File: src/rtl/alu_arb_pkg.sv
// Shared constants and the ALU stage register layout for the ALU-sharing arbiter.
package alu_arb_pkg;

  // Default operand/result and control widths of the core ALU.
  localparam int ARB_DATA_W = 32;
  localparam int ARB_CTRL_W = 5;

  // Upper bounds the stage register is sized for; a configuration must fit inside them.
  localparam int ARB_MAX_REQ    = 8;
  localparam int ARB_OWNER_W    = 3;
  localparam int ARB_DATA_W_MAX = 64;
  localparam int ARB_CTRL_W_MAX = 16;

  // ALU input stage: the granted operation plus the requester that owns its result.
  // Narrower configurations zero-extend into the fields.
  typedef struct packed {
    logic                      valid;
    logic [ARB_OWNER_W-1:0]    owner;
    logic [ARB_DATA_W_MAX-1:0] a;
    logic [ARB_DATA_W_MAX-1:0] b;
    logic [ARB_CTRL_W_MAX-1:0] ctrl;
  } arb_stage_t;

endpackage

File: src/rtl/alu_share_arbiter_rr_pick.sv
// Combinational round-robin one-hot selector: the first eligible requester after last_grant wins.
module rr_pick #(
  parameter int N     = 2,
  parameter int IDX_W = (N > 1) ? $clog2(N) : 1
) (
  input  logic [N-1:0]     eligible,
  input  logic [IDX_W-1:0] last_grant,
  output logic [N-1:0]     grant,
  output logic [IDX_W-1:0] grant_idx,
  output logic             grant_any
);

  // Walk the requesters starting one past the previous winner, wrapping at N.
  always_comb begin
    int               cand;
    logic [IDX_W-1:0] cand_idx;
    grant     = '0;
    grant_idx = '0;
    grant_any = 1'b0;
    cand      = 0;
    cand_idx  = '0;
    for (int off = 1; off <= N; off++) begin
      cand = int'(last_grant) + off;
      if (cand >= N) begin
        cand = cand - N;
      end
      cand_idx = IDX_W'(cand);
      if (!grant_any && eligible[cand_idx]) begin
        grant[cand_idx] = 1'b1;
        grant_idx       = cand_idx;
        grant_any       = 1'b1;
      end
    end
  end

endmodule

File: src/rtl/alu_share_arbiter.sv
// Round-robin arbiter sharing one combinational ALU between N_REQ requesters,
// with a registered ALU input stage and a held response slot per requester.
module alu_share_arbiter
  import alu_arb_pkg::*;
#(
  parameter int N_REQ  = 2,
  parameter int DATA_W = ARB_DATA_W,
  parameter int CTRL_W = ARB_CTRL_W
) (
  input  logic                      CLK,
  input  logic                      RESET_N,
  input  logic [N_REQ-1:0]          req_valid,
  output logic [N_REQ-1:0]          req_ready,
  input  logic [N_REQ*DATA_W-1:0]   req_a,
  input  logic [N_REQ*DATA_W-1:0]   req_b,
  input  logic [N_REQ*CTRL_W-1:0]   req_ctrl,
  output logic [N_REQ-1:0]          rsp_valid,
  input  logic [N_REQ-1:0]          rsp_ready,
  output logic [N_REQ*DATA_W-1:0]   rsp_result,
  output logic [N_REQ-1:0]          rsp_zero,
  output logic [DATA_W-1:0]         alu_a,
  output logic [DATA_W-1:0]         alu_b,
  output logic [CTRL_W-1:0]         alu_ctrl,
  input  logic [DATA_W-1:0]         alu_result,
  input  logic                      alu_zero
);

  localparam int IDX_W = (N_REQ > 1) ? $clog2(N_REQ) : 1;

  arb_stage_t        op_q;
  logic [IDX_W-1:0]  last_grant_q;
  logic [N_REQ-1:0]  eligible;
  logic [N_REQ-1:0]  grant;
  logic [IDX_W-1:0]  grant_idx;
  logic              grant_any;
  logic [DATA_W-1:0] sel_a;
  logic [DATA_W-1:0] sel_b;
  logic [CTRL_W-1:0] sel_ctrl;
  logic              unused_stage_bits;

  // A requester may be granted only with nothing of its own in the ALU stage and a slot
  // that is empty or being drained this cycle; nothing is granted while reset is held.
  always_comb begin
    eligible = '0;
    for (int i = 0; i < N_REQ; i++) begin
      eligible[i] = RESET_N && req_valid[i]
                    && !(op_q.valid && (op_q.owner == ARB_OWNER_W'(i)))
                    && (!rsp_valid[i] || rsp_ready[i]);
    end
  end

  rr_pick #(
    .N     (N_REQ),
    .IDX_W (IDX_W)
  ) u_rr_pick (
    .eligible   (eligible),
    .last_grant (last_grant_q),
    .grant      (grant),
    .grant_idx  (grant_idx),
    .grant_any  (grant_any)
  );

  assign req_ready = grant;

  assign sel_a    = req_a[int'(grant_idx)*DATA_W +: DATA_W];
  assign sel_b    = req_b[int'(grant_idx)*DATA_W +: DATA_W];
  assign sel_ctrl = req_ctrl[int'(grant_idx)*CTRL_W +: CTRL_W];

  // Round-robin pointer advances only when a handshake happens; reset points at the
  // last requester so requester 0 is searched first.
  always_ff @(posedge CLK or negedge RESET_N) begin
    if (!RESET_N) begin
      last_grant_q <= IDX_W'(N_REQ - 1);
    end else if (grant_any) begin
      last_grant_q <= grant_idx;
    end
  end

  // ALU input stage: load the winner on a handshake; otherwise only the valid bit drops,
  // so the operands stay put and the ALU inputs do not toggle while idle.
  always_ff @(posedge CLK or negedge RESET_N) begin
    if (!RESET_N) begin
      op_q <= '0;
    end else if (grant_any) begin
      op_q.valid <= 1'b1;
      op_q.owner <= ARB_OWNER_W'(grant_idx);
      op_q.a     <= ARB_DATA_W_MAX'(sel_a);
      op_q.b     <= ARB_DATA_W_MAX'(sel_b);
      op_q.ctrl  <= ARB_CTRL_W_MAX'(sel_ctrl);
    end else begin
      op_q.valid <= 1'b0;
    end
  end

  assign alu_a    = op_q.a[DATA_W-1:0];
  assign alu_b    = op_q.b[DATA_W-1:0];
  assign alu_ctrl = op_q.ctrl[CTRL_W-1:0];

  // Zero-extension bits above the configured widths carry no information.
  assign unused_stage_bits = ^{op_q.a, op_q.b, op_q.ctrl};

  for (genvar g = 0; g < N_REQ; g++) begin : g_slot
    logic              capture;
    logic              valid_q;
    logic [DATA_W-1:0] result_q;
    logic              zero_q;

    assign capture = op_q.valid && (op_q.owner == ARB_OWNER_W'(g));

    // Response slot: a capture wins over a same-edge acknowledge so a fresh result is
    // never dropped; the held value only changes on a capture.
    always_ff @(posedge CLK or negedge RESET_N) begin
      if (!RESET_N) begin
        valid_q  <= 1'b0;
        result_q <= '0;
        zero_q   <= 1'b0;
      end else if (capture) begin
        valid_q  <= 1'b1;
        result_q <= alu_result;
        zero_q   <= alu_zero;
      end else if (rsp_ready[g]) begin
        valid_q  <= 1'b0;
      end
    end

    assign rsp_valid[g]                    = valid_q;
    assign rsp_result[g*DATA_W +: DATA_W]  = result_q;
    assign rsp_zero[g]                     = zero_q;
  end

endmodule

File: config.mk
export PLATFORM = sky130hd
export DESIGN_NAME = alu_share_arbiter
export DESIGN_NICKNAME = d
export VERILOG_FILES = /design/src/rtl/alu_arb_pkg.sv /design/src/rtl/alu_share_arbiter_rr_pick.sv /design/src/rtl/alu_share_arbiter.sv
export SDC_FILE = /design/constraint.sdc
export NUM_CORES = 1
export LEC_CHECK = 0
export ABC_CLOCK_PERIOD_IN_PS = 3300
export BUFFER_PORTS_ARGS = -buffer_cell sky130_fd_sc_hd__buf_2
export CORE_ASPECT_RATIO = 1.75
export CORE_UTILIZATION = 40
export CTS_BUF_LIST = sky130_fd_sc_hd__clkbuf_16
export CTS_CLUSTER_DIAMETER = 60
export DETAILED_ROUTE_END_ITERATION = 16
export GPL_TIMING_DRIVEN = 0
export PLACE_DENSITY = 0.74
export SYNTH_ARGS = -nofsm -noshare
export SYNTH_HDL_FRONTEND = slang
export SYNTH_HIERARCHICAL = 1
export SYNTH_SLANG_ARGS = --single-unit
export TNS_END_PERCENT = 1
File: constraint.sdc
create_clock -name CLK -period 3.3 [get_ports CLK]
set_input_delay 0.495 -clock CLK [delete_from_list [all_inputs] [get_ports CLK]]
set_output_delay 0.495 -clock CLK [all_outputs]
set_load 0.02 [all_outputs]
==> flow_summary.yaml <==
run_status:
  outcome: "finished clean"
critical_path:
  crit_fanout: 85
  r2r_slack_ps: 860
  cp.buffers_inverters: 3
  slowest_delay_ps: 400
  critical_path_required_ps: 2800
  arrival_ps: 2140
  slowest_stage: "buf_6"
  crit_cells: 6
  reg2regPathDepth: 8
  critPathLaunchType: "primary input"
  path_cells: "buf_6 -> buf_16 -> nand2_1 -> a211oi_1 -> a21boi_1 -> buf_2"
  cp-end-kind: "primary output"
  path_class: "primary input to primary output"
  path_delay_family: "buffers and inverters"
floorplan:
  die_h_um: 171
  fp.dieArea_um2: 16900
  initial_core_util_pct: 41.0
  io_pins: 316
  fp.coreArea_um2: 16000
  num_rows: 61
  die_w_um: 98.7
global_route:
  track_usage_pct: 19.7
  grt_pass1_wl_um: 25200
  grtUsageMet1_pct: 21.7
  grtUsageMet2_pct: 35.8
  grt_start_max_net_pins: 86
  overflow: 0
  antenna_found_initial: 1
  grt_pass1_vias: 4904
  top_usage_layer: "met2"
  use_met3_pct: 4.67
cts:
  clk_path_buf_depth: 2
  postCtsSetupRepairBufs: 0
  root_buffer: "clkbuf_16"
  cts_tree: "built"
  hold_buffers: 0
  post_cts_resized: 0
  htree_levels: 4
  clk_latency_ps: 410
  cts.sinks: 140
  numCtsBuffers: 17
  path_clk_slew_ps: 70
synth:
  synth-seq-cells: 140
  synthCells: 536
  synth_seq_area_share_pct: 53.6
  avgSynthCellArea_um2: 12.2
  synthDistinctLibCells: 23
  syn_nets: 713
  ys_warn_count: 6
  netlist_area_um2: 6540
sta:
  finalHoldViolations: 0
  fin_crit_ps: 2640
  finalSetupViolCount: 0
  final_max_slew_viol_count: 0
  period_share_pct: 79.9
  tightest_slew_ps: 586
  clock_skew_ps: 15.5
  fmax_mhz: 379
  slew_headroom_pct: 60.9
  worst_hold_slack_ps: 30.9
  rsz0062_at_grt: "no"
route:
  drc: 0
  wl_per_cell_um: 15.6
  drtAntennaViolNets: 0
  routed_via_density: 4.62
  num_vias: 4967
  dr.pass1.iters: 4
  drt_iter0_drc: 157
  wl_um: 16800
pwr:
  p_per_area_nw_per_um2: 859
  pwr-share-seq_pct: 34.4
  power_switching_mw: 2.84
  vdd_drop_max_v: 0.000468
  power_leakage_nw: 4.52
  power.internal_mw: 4.91
  share_comb_of_total_power_pct: 39.8
  swShare_pct: 36.6
  clock_power_share_pct: 25.8
  total_power_mw: 7.75
placed_design:
  placed_cell_area_um2: 8390
  place_congestion: 0.797
  port_buffers: 315
  hpwl_um: 12900
finish:
  fin_area_um2: 9010
  layout_common_cells: "buf_2 (326), dfrtp_1 (139), buf_4 (80)"
  area_delta_synth_final_pct: 37.8
  mostFrequentLayoutCell: "buf_2"
  final_layout_size_suffix_gt1_share_pct: 58.4
  nNetsFinal: 1048
run:
  cap_violations: 0
hold_path:
  hp-class: "primary input to async pin"
==> kinds of logic (layout without fill, tap and decap cells) <==
kind of cell    after synthesis  after routing  share of synthesized area [%]
buf+inv                     109            457                           12.3
compound gates               78             78                           6.25
flops                       140            140                           53.6
mux                         135            135                           23.5
other cells                   0              1                              0
simple gates                 74             74                           4.40
==> worst paths after layout <==
kind / from / endpoint
max: RESET_N / req_ready[0]
min: RESET_N / g_slot[0].result_q[7]$_DFFE_PN0P_
max reg2reg: op_q[144]$_DFFE_PN0P_ / alu_b[12]$_DFFE_PN0P_
min reg2reg: last_grant_q$_DFFE_PN1P_ / last_grant_q$_DFFE_PN1P_
max in group asynchronous: RESET_N / last_grant_q$_DFFE_PN1P_
min in group CLK: rsp_ready[1] / g_slot[1].valid_q$_DFFE_PN0P_
==> cells in the mapped netlist, drive strengths merged <==
cell    number  area (µm²)
dfrtp      139        3480
buf         99         766
a21oi       69         345
mux2i       69         691
nor2        69         259
mux2        66         848
clkbuf       5        18.8
inv          5        18.8
a21boi       3        22.5
nand2        3        13.8
o21ai        3        15.0
a211oi       1        7.51
a21o         1        7.51
dfstp        1        26.3
nor2b        1        8.76
o2111a       1        11.3
or2          1        6.26
==> layout make-up <==
| type | instances | area [µm²] |
|---|---|---|
| diodes | 1 | 2.50 |
| plain buffers | 104 | 785 |
| clock buffers | 17 | 425 |
| clock inverters | 15 | 196 |
| fillers | 1454 | 6940 |
| inverters | 5 | 18.8 |
| multi-input cells | 287 | 2240 |
| flip-flops and latches | 140 | 3500 |
| well taps | 189 | 236 |
| repair buffers | 316 | 1610 |
==> metrics by stage <==
stage	setup WS [ps]	util [%]	TNS, ps	std cells
2_1_floorplan	1290	-	0	536
3_3_place_gp	-1540	52.4	-136420	1040
3_5_place_dp	199	52.6	0	1041
4_1_cts	586	56.5	0	1073
5_1_grt	276	56.5	0	1073
6_report	664	56.5	0	1074
==> sequential cells by signal (all words and copies together) (netlist names) <==
signal,count
alu_a,32
alu_b,32
alu_ctrl,5
g_slot.result_q,64
g_slot.valid_q,2
g_slot.zero_q,2
last_grant_q,1
op_q,2
==> power groups by stage <==
stage	Combinational (mW)	Sequential, mW	Clock, mW
final	3.08	2.66	2.00
after global routing	3.28	2.74	2.12
after CTS	3.13	2.67	2.05
after detailed placement	3.12	2.68	0
after global placement	3.07	2.65	0
after floorplan	1.64	3.10	0
==> worst register-to-register path, delay by kind of cell, from the launching register on <==
kind                   cells  cell delay [ps]
AO/OA/AOI/OAI              3              620
buffers and inverters      3              780
flip-flops                 1              420
multiplexers               1              270
AND/OR/NAND/NOR            1              230
==> per-layer routing <==
layer  routed length, µm  up-vias
li1                    -     2422
met1                6380     2335
met2                9060      182
met3                 827       28
met4                 528        0
met5                   0        -
No activity file was read; power rests on OpenSTA's default activity.
